File: src/rtl/plic_claim_sequencer.sv
// Hart-side PLIC controller: programs IE/threshold/priority after reset, then runs
// claim -> ID read -> CPU hand-off -> complete for one interrupt at a time.
module plic_claim_sequencer #(
  parameter int                       NUM_SRC    = 5,
  parameter int                       ID_W       = 3,
  parameter logic [NUM_SRC-1:0]       INIT_IE    = 5'h1F,
  parameter logic [ID_W-1:0]          INIT_THR   = 3'd0,
  parameter logic [NUM_SRC*ID_W-1:0]  INIT_PRIO  = 15'h2C1,
  parameter int                       CLAIM_WAIT = 2
) (
  input  logic            clk_i,
  input  logic            resetn_i,
  output logic            avm_chipselect_o,
  output logic            avm_write_o,
  output logic            avm_read_o,
  output logic [1:0]      avm_address_o,
  output logic [31:0]     avm_writedata_o,
  input  logic [31:0]     avm_readdata_i,
  input  logic            plic_notify_i,
  output logic            plic_claim_o,
  output logic            plic_complete_o,
  output logic            cpu_irq_o,
  output logic [ID_W-1:0] cpu_irq_id_o,
  input  logic            cpu_ack_i,
  input  logic            cpu_eoi_i,
  output logic            init_done_o,
  output logic [7:0]      spurious_cnt_o
);

  typedef enum logic [3:0] {
    S_INIT_IE,
    S_INIT_THR,
    S_INIT_PRIO,
    S_IDLE,
    S_CLAIM,
    S_WAIT,
    S_READ,
    S_CAPTURE,
    S_PRESENT,
    S_SERVICE,
    S_COMPLETE
  } state_t;

  localparam logic [1:0] ADDR_IE    = 2'd0;
  localparam logic [1:0] ADDR_THR   = 2'd1;
  localparam logic [1:0] ADDR_PRIO  = 2'd2;
  localparam logic [1:0] ADDR_ID    = 2'd3;
  localparam logic [3:0] WAIT_LAST  = 4'(CLAIM_WAIT - 1);

  state_t          r_state;
  logic [3:0]      r_wait_cnt;
  logic            r_cs;
  logic            r_wr;
  logic            r_rd;
  logic [1:0]      r_addr;
  logic [31:0]     r_wdata;
  logic [ID_W-1:0] r_irq_id;
  logic [7:0]      r_spur_cnt;
  logic            r_init_done;

  // Only the ID field of the claim register is meaningful.
  logic w_unused_rdata;
  assign w_unused_rdata = ^avm_readdata_i[31:ID_W];

  // NOTE: sequential state uses non-blocking assignments so every register samples
  // pre-edge values; the async reset clears all state so an abort never leaves a pulse behind.
  always_ff @(posedge clk_i or negedge resetn_i) begin
    if (!resetn_i) begin
      r_state     <= S_INIT_IE;
      r_wait_cnt  <= 4'd0;
      r_cs        <= 1'b0;
      r_wr        <= 1'b0;
      r_rd        <= 1'b0;
      r_addr      <= 2'd0;
      r_wdata     <= 32'd0;
      r_irq_id    <= '0;
      r_spur_cnt  <= 8'd0;
      r_init_done <= 1'b0;
    end else begin
      r_cs <= 1'b0;
      r_wr <= 1'b0;
      r_rd <= 1'b0;
      case (r_state)
        S_INIT_IE: begin
          r_cs    <= 1'b1;
          r_wr    <= 1'b1;
          r_addr  <= ADDR_IE;
          r_wdata <= 32'(INIT_IE);
          r_state <= S_INIT_THR;
        end
        S_INIT_THR: begin
          r_cs    <= 1'b1;
          r_wr    <= 1'b1;
          r_addr  <= ADDR_THR;
          r_wdata <= 32'(INIT_THR);
          r_state <= S_INIT_PRIO;
        end
        S_INIT_PRIO: begin
          r_cs    <= 1'b1;
          r_wr    <= 1'b1;
          r_addr  <= ADDR_PRIO;
          r_wdata <= 32'(INIT_PRIO);
          r_state <= S_IDLE;
        end
        S_IDLE: begin
          // Claiming waits until the last init write has left the bus.
          r_init_done <= 1'b1;
          if (plic_notify_i && r_init_done) r_state <= S_CLAIM;
        end
        S_CLAIM: begin
          r_wait_cnt <= 4'd0;
          r_state    <= S_WAIT;
        end
        S_WAIT: begin
          if (r_wait_cnt == WAIT_LAST) begin
            r_cs    <= 1'b1;
            r_rd    <= 1'b1;
            r_addr  <= ADDR_ID;
            r_state <= S_READ;
          end else begin
            r_wait_cnt <= r_wait_cnt + 4'd1;
          end
        end
        S_READ: begin
          r_state <= S_CAPTURE;
        end
        S_CAPTURE: begin
          r_irq_id <= avm_readdata_i[ID_W-1:0];
          if (avm_readdata_i[ID_W-1:0] == '0) begin
            if (r_spur_cnt != 8'hFF) r_spur_cnt <= r_spur_cnt + 8'd1;
            r_state <= S_COMPLETE;
          end else begin
            r_state <= S_PRESENT;
          end
        end
        S_PRESENT: begin
          if (cpu_ack_i && cpu_eoi_i) r_state <= S_COMPLETE;
          else if (cpu_ack_i)         r_state <= S_SERVICE;
        end
        S_SERVICE: begin
          if (cpu_eoi_i) r_state <= S_COMPLETE;
        end
        S_COMPLETE: begin
          r_state <= S_IDLE;
        end
        default: begin
          r_state <= S_INIT_IE;
        end
      endcase
    end
  end

  assign avm_chipselect_o = r_cs;
  assign avm_write_o      = r_wr;
  assign avm_read_o       = r_rd;
  assign avm_address_o    = r_addr;
  assign avm_writedata_o  = r_wdata;
  assign plic_claim_o     = (r_state == S_CLAIM);
  assign plic_complete_o  = (r_state == S_COMPLETE);
  assign cpu_irq_o        = (r_state == S_PRESENT);
  assign cpu_irq_id_o     = r_irq_id;
  assign init_done_o      = r_init_done;
  assign spurious_cnt_o   = r_spur_cnt;

endmodule

File: config.mk
export PLATFORM = sky130hd
export DESIGN_NAME = plic_claim_sequencer
export DESIGN_NICKNAME = d
export VERILOG_FILES = /design/src/rtl/plic_claim_sequencer.sv
export SDC_FILE = /design/constraint.sdc
export NUM_CORES = 1
export LEC_CHECK = 0
export CORE_UTILIZATION = 50
export CTS_CLUSTER_SIZE = 16
export DETAILED_ROUTE_END_ITERATION = 12
export DONT_BUFFER_PORTS = 1
export GPL_ROUTABILITY_DRIVEN = 1
export PLACE_DENSITY_LB_ADDON = 0.12
export SLEW_MARGIN = 15
export SYNTH_ARGS = -nofsm -noshare
export SYNTH_HDL_FRONTEND = slang
export SYNTH_SLANG_ARGS = --single-unit
export TNS_END_PERCENT = 50
File: constraint.sdc
create_clock -name clk_i -period 2 [get_ports clk_i]
set_input_delay 0 -clock clk_i [delete_from_list [all_inputs] [get_ports clk_i]]
set_output_delay 0 -clock clk_i [all_outputs]
set_load 0.005 [all_outputs]
==> results_dict.tcl <==
set metrics [dict create \
    grt_pass1_wl_mm 4.271 \
    ios 89 \
    die_h_um 58.40 \
    drt-vias-per-instance 5.005 \
    hold_class "in2reg" \
    netlist_instances 153 \
    hold_viol 0 \
    power.share.clock 0.173 \
    netlist_area_mm2 0.001590 \
    required_ns 2.24 \
    cts_max_path_buffers 2 \
    routedWlPerCell_um 12.48 \
    remaining_drc_errors 0 \
    max_freq_mhz 546.2 \
    vias 1006 \
    ys_types 38 \
    layout_common_cells "dfrtp_1 (28), conb_1 (24), nand2_1 (9)" \
    p_per_area_mw_per_mm2 1308 \
    power_switching_w 0.0008070 \
    syn_to_final_growth_pct 2.754 \
    synth_edf_count 0 \
    drv_cap 0 \
    fillers 268 \
    critPathLaunchType "flop" \
    rsz0062_at_grt "false" \
    slew_violations 0 \
    dp_hpwl_mm 1.854 \
    finalSetupViolations 0 \
    h-tree-depth 1 \
    cp-end-kind "flop" \
    skew_ns 0.004493 \
    vdd_drop_max_mv 0.5486 \
    internal-power_w 0.001331 \
    std_cell_rows 20 \
    ys_ff_latch 28 \
    num_antenna_cells 0 \
    grt_max_degree 29 \
    path_max_fanout 8 \
    die_area_mm2 0.003410 \
    clockRootBuffer "clkbuf_4" \
    drtIter0Drc 24 \
    critical_path_class "reg2reg" \
    die_x_um 58.40 \
    postRouteAntennaNets 0 \
    outcome "completed" \
    antenna_found_initial 0 \
    ys_warn_count 0 \
    gr-usage-all-layers 0.1649 \
    leakagePower_nw 0.7654 \
    portBuffers 0 \
    arrival_ns 2.07 \
    p_sw_frac 0.3775 \
    place_congestion 0.8564 \
    post-route-cell-area_mm2 0.001634 \
    p_comb_frac 0.369 \
    avgSynthCellArea_um2 10.39 \
    async_flop_share 1.000 \
    nets 198 \
    ys.flop_type "dfrtp_1" \
    coreArea_mm2 0.003028 \
    placed_area_mm2 0.001511 \
    grt-ovfl-total 0 \
    tns_ns 0 \
    hold-worst-slack_ns 0.03704 \
    cts_made_buffers 3 \
    p_seq_frac 0.458 \
    fin_crit_sh 0.9154 \
    grt_pass1_vias 956 \
    cts_tree "done" \
    drt_wl_total_mm 2.508 \
    postCtsSetupBuffers 0 \
    r2r_slack_ns 0.17 \
    final_common_cell "dfrtp_1" \
    insertion_delay_ns 0.33 \
    synth-seq-area-share 0.4406 \
    cts_sinks 28 \
    initial_core_util 0.5252 \
    clk_pin_slew_worst_paths_ns 0.15 \
    firstDrtPassIters 4 \
    drive_above_1_share 0.1529 \
    fin_crit_ns 1.831 \
]
[routing by layer]
| layer | up-vias | part of all wire | global-route usage |
|---|---|---|---|
| li1 | 485 | - | - |
| met1 | 487 | 0.44 | 0.2009 |
| met2 | 29 | 0.49 | 0.2824 |
| met3 | 5 | 0.048 | 0.03516 |
| met4 | 0 | 0.017 | 0.07143 |
| met5 | - | 0 | 0 |
[metrics by stage]
step | power [W] | instances | utilization | setup slack (ns)
after floorplan | 0.001687 | 176 | - | 0.3201
after global placement | 0.001738 | 191 | 0.4992 | 0.2145
after detailed placement | 0.001764 | 191 | 0.4992 | 0.1818
after CTS | 0.002158 | 201 | 0.5397 | 0.1638
after global routing | 0.002314 | 201 | 0.5397 | 0.06422
final | 0.002138 | 201 | 0.5397 | 0.1691
[flip-flops by register name, indices dropped and copies added, names as in the netlist]
name              count
avm_write_o           1
avm_address_o         2
avm_read_o            1
avm_writedata_o       3
r_wait_cnt            4
r_state               4
cpu_irq_id_o          3
avm_chipselect_o      1
spurious_cnt_o        8
init_done_o           1
[cells in the mapped netlist, drive strengths merged, types with 2 or more instances]
library cell | instances | area share
o21ai | 6 | 0.019
and3 | 3 | 0.012
a211oi | 2 | 0.017
nand2b | 2 | 0.0079
nor2 | 8 | 0.019
xor2 | 3 | 0.017
nand3 | 7 | 0.022
dfrtp | 28 | 0.44
nand2 | 10 | 0.025
nor2b | 2 | 0.0079
mux2 | 6 | 0.042
o31ai | 2 | 0.0094
ha | 3 | 0.024
buf | 32 | 0.15
xnor2 | 6 | 0.033
a21oi | 4 | 0.013
nand4 | 5 | 0.020
nor3 | 4 | 0.013
inv | 4 | 0.0094
a31o | 2 | 0.011
clkbuf | 2 | 0.012
[cells by family after synthesis]
group / count (synthesis) / share of synthesized area
and+or+nand+nor: 48 / 0.1747
buffers and inverters: 38 / 0.1715
DFF: 28 / 0.4406
AOI/OAI and AO/OA: 20 / 0.09521
xor gates and xnor gates: 9 / 0.04957
muxes: 6 / 0.04248
adders and majority gates: 3 / 0.02361
other: 1 / 0.002358
[final timing paths]
check	from	endpoint	cells after the start
worst min-delay path	cpu_ack_i	r_state[1]$_DFFE_PN0P_	4
worst min register to register	spurious_cnt_o[6]$_DFFE_PN0P_	spurious_cnt_o[6]$_DFFE_PN0P_	1
worst max-delay path	spurious_cnt_o[0]$_DFFE_PN0P_	spurious_cnt_o[1]$_DFFE_PN0P_	4
max in group asynchronous	resetn_i	r_state[1]$_DFFE_PN0P_	2
min in group asynchronous	resetn_i	avm_read_o$_DFF_PN0_	2
worst max register to register	spurious_cnt_o[0]$_DFFE_PN0P_	spurious_cnt_o[1]$_DFFE_PN0P_	4
[power groups by stage]
stage               clock (W)  combinational, W  sequential [W]
finish               0.000370          0.000789        0.000979
global route         0.000398          0.000894         0.00102
CTS                  0.000378          0.000797        0.000982
detailed placement          0          0.000768        0.000996
global placement            0          0.000751        0.000987
floorplan                   0          0.000760        0.000927
[layout make-up]
class | instances | area, um^2 | share of cell area
clock inverters | 1 | 30.03 | 0.01838
flip-flops and latches | 28 | 700.7 | 0.4288
multi-input cells | 110 | 703.2 | 0.4303
inverters | 4 | 15.01 | 0.009188
well taps | 44 | 55.05 | 0.03369
repair buffers | 11 | 107.6 | 0.06585
clock buffers | 3 | 22.52 | 0.01378
[worst max-delay path, stage by stage (launching register included)]
cell	delay (ns)
dfrtp_1	0.46
ha_1	0.27
and3_1	0.21
a211oi_4	0.42
mux2_2	0.38
[timing repair]
action / CTS / global route
endpoints found under the hold margin: 32 / 0
resized for setup: 0 / 0
hold buffers: 6 / 0
(Power assumes the default switching activity.)
